**config.mk**
```make
export PLATFORM = sky130hd
export DESIGN_NAME = fetch_stage
export DESIGN_NICKNAME = d
export VERILOG_FILES = /design/src/rtl/fetch_stage.sv
export SDC_FILE = /design/constraint.sdc
export NUM_CORES = 1
export LEC_CHECK = 0
export CORE_ASPECT_RATIO = 0.6
export CORE_MARGIN = 1.5
export CORE_UTILIZATION = 42
export CTS_BUF_LIST = sky130_fd_sc_hd__clkbuf_4
export CTS_CLUSTER_DIAMETER = 50
export DETAILED_ROUTE_END_ITERATION = 8
export GPL_TIMING_DRIVEN = 0
export PLACE_DENSITY = 0.76
export SYNTH_ARGS = -nofsm -noshare
export SYNTH_HDL_FRONTEND = slang
export SYNTH_SLANG_ARGS = --single-unit
```
**constraint.sdc**
```tcl
create_clock -name clk_i -period 2.1 [get_ports clk_i]
set_clock_uncertainty 0.05 [all_clocks]
set_input_delay 0.42 -clock clk_i [delete_from_list [all_inputs] [get_ports clk_i]]
set_output_delay 0.42 -clock clk_i [all_outputs]
set_load 0.01 [all_outputs]
```
**src/rtl/fetch_stage.sv**
```systemverilog
// Pipelined fetch front end: PC register, IF/ID register, start/stall/flush/redirect control.
// Optional macro FETCH_PERF_CNT_EN adds saturating fetch and stall counters.
module fetch_stage #(
  parameter int unsigned            ADDR_W   = 32,
  parameter int unsigned            INSTR_W  = 32,
  parameter logic [ADDR_W-1:0]      RESET_PC = '0,
  parameter int unsigned            PC_STEP  = 4
) (
  input  logic               clk_i,
  input  logic               rst_i,
  input  logic               start_i,
  input  logic               stall_i,
  input  logic               flush_i,
  input  logic               redirect_i,
  input  logic [ADDR_W-1:0]  redirect_pc_i,
  output logic [ADDR_W-1:0]  imem_addr_o,
  input  logic [INSTR_W-1:0] imem_data_i,
  output logic [INSTR_W-1:0] instr_o,
  output logic [ADDR_W-1:0]  pc_o,
  output logic [ADDR_W-1:0]  pc_next_o,
  output logic               valid_o
`ifdef FETCH_PERF_CNT_EN
  ,
  output logic [31:0]        fetch_cnt_o,
  output logic [31:0]        stall_cnt_o
`endif
);

  // state | meaning
  // IDLE  | PC parked at RESET_PC, nothing fetched
  // RUN   | fetching, redirect > stall > flush > normal
  // PAUSE | PC and IF/ID held, redirect may still retarget PC
  typedef enum logic [1:0] {
    IDLE  = 2'd0,
    RUN   = 2'd1,
    PAUSE = 2'd2
  } state_t;

  localparam logic [ADDR_W-1:0] STEP       = ADDR_W'(PC_STEP);
  localparam logic [ADDR_W-1:0] ALIGN_MASK = ~(ADDR_W'(PC_STEP - 1));

  state_t               state_q, state_d;
  logic [ADDR_W-1:0]    pc_q, pc_d;
  logic [INSTR_W-1:0]   instr_q;
  logic [ADDR_W-1:0]    pc_id_q;
  logic [ADDR_W-1:0]    pc_next_q;
  logic                 valid_q, valid_d;
  logic                 if_load;
  logic [ADDR_W-1:0]    pc_inc;
  logic [ADDR_W-1:0]    redirect_aligned;

  assign pc_inc           = pc_q + STEP;
  assign redirect_aligned = redirect_pc_i & ALIGN_MASK;

  always_comb begin
    state_d = state_q;
    pc_d    = pc_q;
    valid_d = valid_q;
    if_load = 1'b0;
    unique case (state_q)
      IDLE: begin
        pc_d    = RESET_PC;
        valid_d = 1'b0;
        if (start_i) state_d = RUN;
      end
      RUN: begin
        if (!start_i) begin
          state_d = PAUSE;
          valid_d = 1'b0;
        end else if (redirect_i) begin
          pc_d    = redirect_aligned;
          valid_d = 1'b0;
        end else if (stall_i) begin
          pc_d    = pc_q;
          valid_d = valid_q;
        end else begin
          if_load = 1'b1;
          valid_d = !flush_i;
          pc_d    = pc_inc;
        end
      end
      PAUSE: begin
        valid_d = 1'b0;
        if (redirect_i) pc_d = redirect_aligned;
        if (start_i) state_d = RUN;
      end
      default: begin
        state_d = IDLE;
        pc_d    = RESET_PC;
        valid_d = 1'b0;
      end
    endcase
  end

  always_ff @(posedge clk_i) begin
    if (rst_i) begin
      state_q   <= IDLE;
      pc_q      <= RESET_PC;
      instr_q   <= '0;
      pc_id_q   <= '0;
      pc_next_q <= '0;
      valid_q   <= 1'b0;
    end else begin
      state_q <= state_d;
      pc_q    <= pc_d;
      valid_q <= valid_d;
      if (if_load) begin
        instr_q   <= imem_data_i;
        pc_id_q   <= pc_q;
        pc_next_q <= pc_inc;
      end
    end
  end

  assign imem_addr_o = pc_q;
  assign instr_o     = instr_q;
  assign pc_o        = pc_id_q;
  assign pc_next_o   = pc_next_q;
  assign valid_o     = valid_q;

`ifdef FETCH_PERF_CNT_EN
  logic [31:0] fetch_cnt_q, stall_cnt_q;
  logic        fetch_inc, stall_inc;

  // Only fresh loads of a valid instruction count; a stall holding valid_o=1 does not.
  assign fetch_inc = if_load && valid_d;
  assign stall_inc = (state_q == RUN) && stall_i && !redirect_i;

  always_ff @(posedge clk_i) begin
    if (rst_i) begin
      fetch_cnt_q <= '0;
      stall_cnt_q <= '0;
    end else begin
      if (fetch_inc && (fetch_cnt_q != 32'hFFFF_FFFF)) fetch_cnt_q <= fetch_cnt_q + 32'd1;
      if (stall_inc && (stall_cnt_q != 32'hFFFF_FFFF)) stall_cnt_q <= stall_cnt_q + 32'd1;
    end
  end

  assign fetch_cnt_o = fetch_cnt_q;
  assign stall_cnt_o = stall_cnt_q;
`endif

endmodule

```
==> key figures <==
CTS
  • Clock transition at path regs: 110 ps
  • Total CTS buffers: 17
  • CTS tree: yes
  • CTS Sinks: about 130
  • CTS Buffer Depth: 2
  • H-tree levels: 4
  • CTS root buf: clkbuf_4
  • Hold_buf cts: 0
  • Clk Latency, worst-skew pair: roughly 540 ps

Setup path
  • Sequence of cells on the critical path: clkdlybuf4s50_1
  • Crit path arrival time: 1580 ps
  • Critical Path Sink Type: primary output
  • CP Class: flip-flop to primary output
  • Startpoint Class: flip-flop
  • Worst reg2reg path depth: 7
  • Crit Reg-Reg Endpoint: imem_addr_o[25]
  • Crit path max-delay family: buffers and inverters
  • Worst path bufs/invs: 1
  • Critical path's largest stage delay: 580 ps
  • R2R Setup Slk: 50 ps
  • Worst Path Required: about 1600 ps
  • Highest-delay cell along the critical path: clkdlybuf4s50_1
  • Worst r2r src: imem_addr_o[11]
  • Crit-path max FO: 5

STA
  • Worst slew pin tran: 650.9 ps
  • Final count of pins violating max slew: 0
  • Final worst-path setup slack: 49.52 ps
  • Final worst path period share: a little over nine tenths
  • Final setup fails: 0
  • Fmax: approximately 490 MHz
  • Hold WS: 292.1 ps
  • Final hold violations: 0
  • Min cycle time layout: just over 2000 ps
  • Max-slew headroom at the worst pin: between 50% and 60%

Place
  • Final RePlAce weighted congestion: between 0.9 and 1
  • Pre-CTS setup slack: -1215 ps
  • DPL Wire Length: 13.73 mm
  • Port Buf Inserts: ~190

Power
  • Leakage power: 2.949 nW
  • Switching power: ~0.0012 W
  • Logic gate share of total power: between 10% and 20%
  • Internal: between 0.003 and 0.004 W
  • Maximum VDD drop: approximately 0.32 mV
  • Power Density: 545.4 mW/mm²
  • Sw Share: 26.40%
  • Clock share of power: between 30% and 40%
  • Seq pwr share: 52.8%

Global route
  • GR Util met3: between 7 and 8%
  • GR peak layer: met1
  • Initial antenna violation count: 0
  • First-pass GRT wire length: 28.28 mm
  • Met2 Use GR: 38.42%
  • Grt met1 use: between 30 and 40%
  • Pin count of the biggest net entering global routing: 17
  • Global Route Usage Sum: roughly 27%
  • Grt total ovfl: 0
  • Vias in the first global route: 5241

Routing
  • DR DRC count: 0
  • Final WL: around 19 mm
  • Initial drt markers: between 400 and 500
  • Drt pass-1 iters: 6
  • Drt via density: about 5.4
  • Remaining antenna violation count: 0
  • Vias after detailed routing: just under 6000
  • Routed length per instance: roughly 17 µm

Hold path
  • Worst hold stages: 4
  • Hold_sp: rst_i
  • Hold Path Class: primary input to flip-flop
  • Worst Hold End: imem_addr_o[21]

Synthesis
  • Synth Area per Inst: around 8 µm²
  • Asr flop ratio synth: 0%
  • Most used DFF post-synth: dfxtp_1
  • Synth cell types: 50
  • Post-synth EDFFs: 0
  • #FFs+latches synth: 125
  • Post-synthesis sequential area ratio: between 40% and 50%
  • Synthesis Warnings: 0
  • Mapped Area: about 0.0055 mm²
  • Syn Inst Count: just under 700

Flow run
  • Max-Cap Viols: 0

Layout
  • Layout Utilization: 65.60%
  • Final Net Count: between 1000 and 1500
  • Area Overhead vs Synth: 52.97%
  • Fill cells: between 1000 and 1500
  • N_diodes: 0
  • Layout cell share with drive strength beyond 1: 16.37%

Die
  • Std cell rows: 32
  • Die area: approximately 0.014 mm²
  • IO Count: slightly below 200
  • Die height: 91.59 µm
  • Core Footprint: between 0.01 and 0.015 mm²
  • Initial Utilization: between 40% and 50%
  • Die Wd: about 150 µm

Status
  • Status: finished clean
[Yosys cell counts (all sizes together), types with 4 or more instances]
| cell type | instances | share of area [%] |
|---|---|---|
| xnor2 | 10 | 1.6 |
| clkbuf | 45 | 3.1 |
| nand2 | 155 | 11 |
| or4 | 5 | 0.68 |
| a22oi | 13 | 1.8 |
| buf | 19 | 2.0 |
| nor4 | 5 | 1.1 |
| nand3 | 17 | 1.5 |
| dfxtp | 125 | 46 |
| a31oi | 10 | 1.1 |
| o22ai | 5 | 0.57 |
| a211oi | 28 | 3.8 |
| nand4 | 9 | 1.3 |
| xor2 | 16 | 2.6 |
| o21ai | 22 | 2.0 |
| or3 | 4 | 0.46 |
| nor3 | 10 | 0.91 |
| a22o | 5 | 0.80 |
| and3 | 5 | 0.57 |
| a21oi | 82 | 7.5 |
| nor2 | 52 | 3.6 |
| ha | 5 | 1.1 |
| inv | 11 | 0.75 |
[repair_timing]
action	4_1_cts	5_1_grt
endpoints found under the setup margin	136	95
resized for setup	63	59
pin swaps	4	20
buffers inserted	10	18
[worst max-delay path by stage]
stage	startpoint	end	slack, ps	depth (start not counted)
2_1_floorplan	state_q[1]	pc_next_o[10]	20	9
3_3_place_gp	redirect_i	pc_next_o[10]	-1300	7
3_5_place_dp	redirect_i	pc_next_o[12]	-1210	7
4_1_cts	imem_addr_o[4]	imem_addr_o[25]	4	7
5_1_grt	imem_addr_o[18]	imem_addr_o[27]	-6	7
6_report	imem_addr_o[17]	imem_addr_o[17]	50	1
[metrics by stage]
stage | std cells | power (W) | setup TNS (ps) | cell area [µm²]
2_1_floorplan | 696 | 0.002680 | 0 | 5514
3_3_place_gp | 1055 | 0.002943 | -104400 | 7619
3_5_place_dp | 1055 | 0.002945 | -98150 | 7619
4_1_cts | 1093 | 0.004577 | 0 | 8118
5_1_grt | 1111 | 0.004728 | -13.34 | 8404
6_report | 1111 | 0.004584 | 0 | 8404
[power groups by stage]
stage / logic (W) / registers [W] / clock network, W
final: 0.000507 / 0.00242 / 0.00166
after global routing: 0.000540 / 0.00242 / 0.00176
after CTS: 0.000486 / 0.00242 / 0.00167
after detailed placement: 0.000471 / 0.00247 / 0
after global placement: 0.000469 / 0.00247 / 0
after floorplan: 0.000197 / 0.00248 / 0
[per-layer routing]
metal | part of all wire, % | wire [µm]
met4 | 1.6 | 304
met3 | 10 | 1977
met1 | 46 | 8853
met5 | 0 | 0
met2 | 42 | 8029
[worst reg2reg max path, cell delays in order, from the launching register on]
cell	delay [ps]
dfxtp_1	380
buf_4	190
nand2_2	130
nor4_4	300
buf_6	180
nand3_2	110
or4_1	480
a31oi_1	160
[registers in the layout (all words and copies together), names as in the netlist]
register / count
imem_addr_o: 30
valid_o: 1
pc_next_o: 30
pc_o: 30
state_q: 2
instr_o: 32
[area by class of cell]
type                    instances  area [µm²]  share of cell area [%]
multi-input cells             496        2865                   34.09
flip-flops and latches        125        2536                   30.18
repair buffers                217        2121                   25.23
plain buffers                  60       355.3                   4.228
well taps                     170       212.7                   2.531
clock buffers                  20       150.1                   1.787
clock inverters                12       122.6                   1.459
inverters                      11       41.29                  0.4913
[placed cells by master, fill, tap and decap left out, types with 11 or more instances in the layout]
cell / count
a22oi_1: 13
buf_4: 41
nand2_1: 152
clkbuf_4: 24
a21oi_1: 80
clkdlybuf4s50_1: 188
nand3_1: 11
dfxtp_1: 102
xor2_1: 16
clkbuf_2: 11
a211oi_1: 25
clkbuf_1: 21
o21ai_0: 21
nor2_1: 50
inv_1: 11
dfxtp_2: 21
[cells by family (layout without fill, tap and decap cells)]
logic type      after synthesis  in the layout  share of synthesized area (%)
fa+ha+maj                     5              5                          1.139
buf+inv                      75            320                          5.853
mux                           1              1                         0.1822
xor+xnor                     26             26                          4.145
flops                       125            125                          45.55
other cells                   1              6                        0.06826
compound gates              183            183                          20.36
simple gates                275            275                          22.71
No activity file was read; power rests on OpenSTA's default activity.
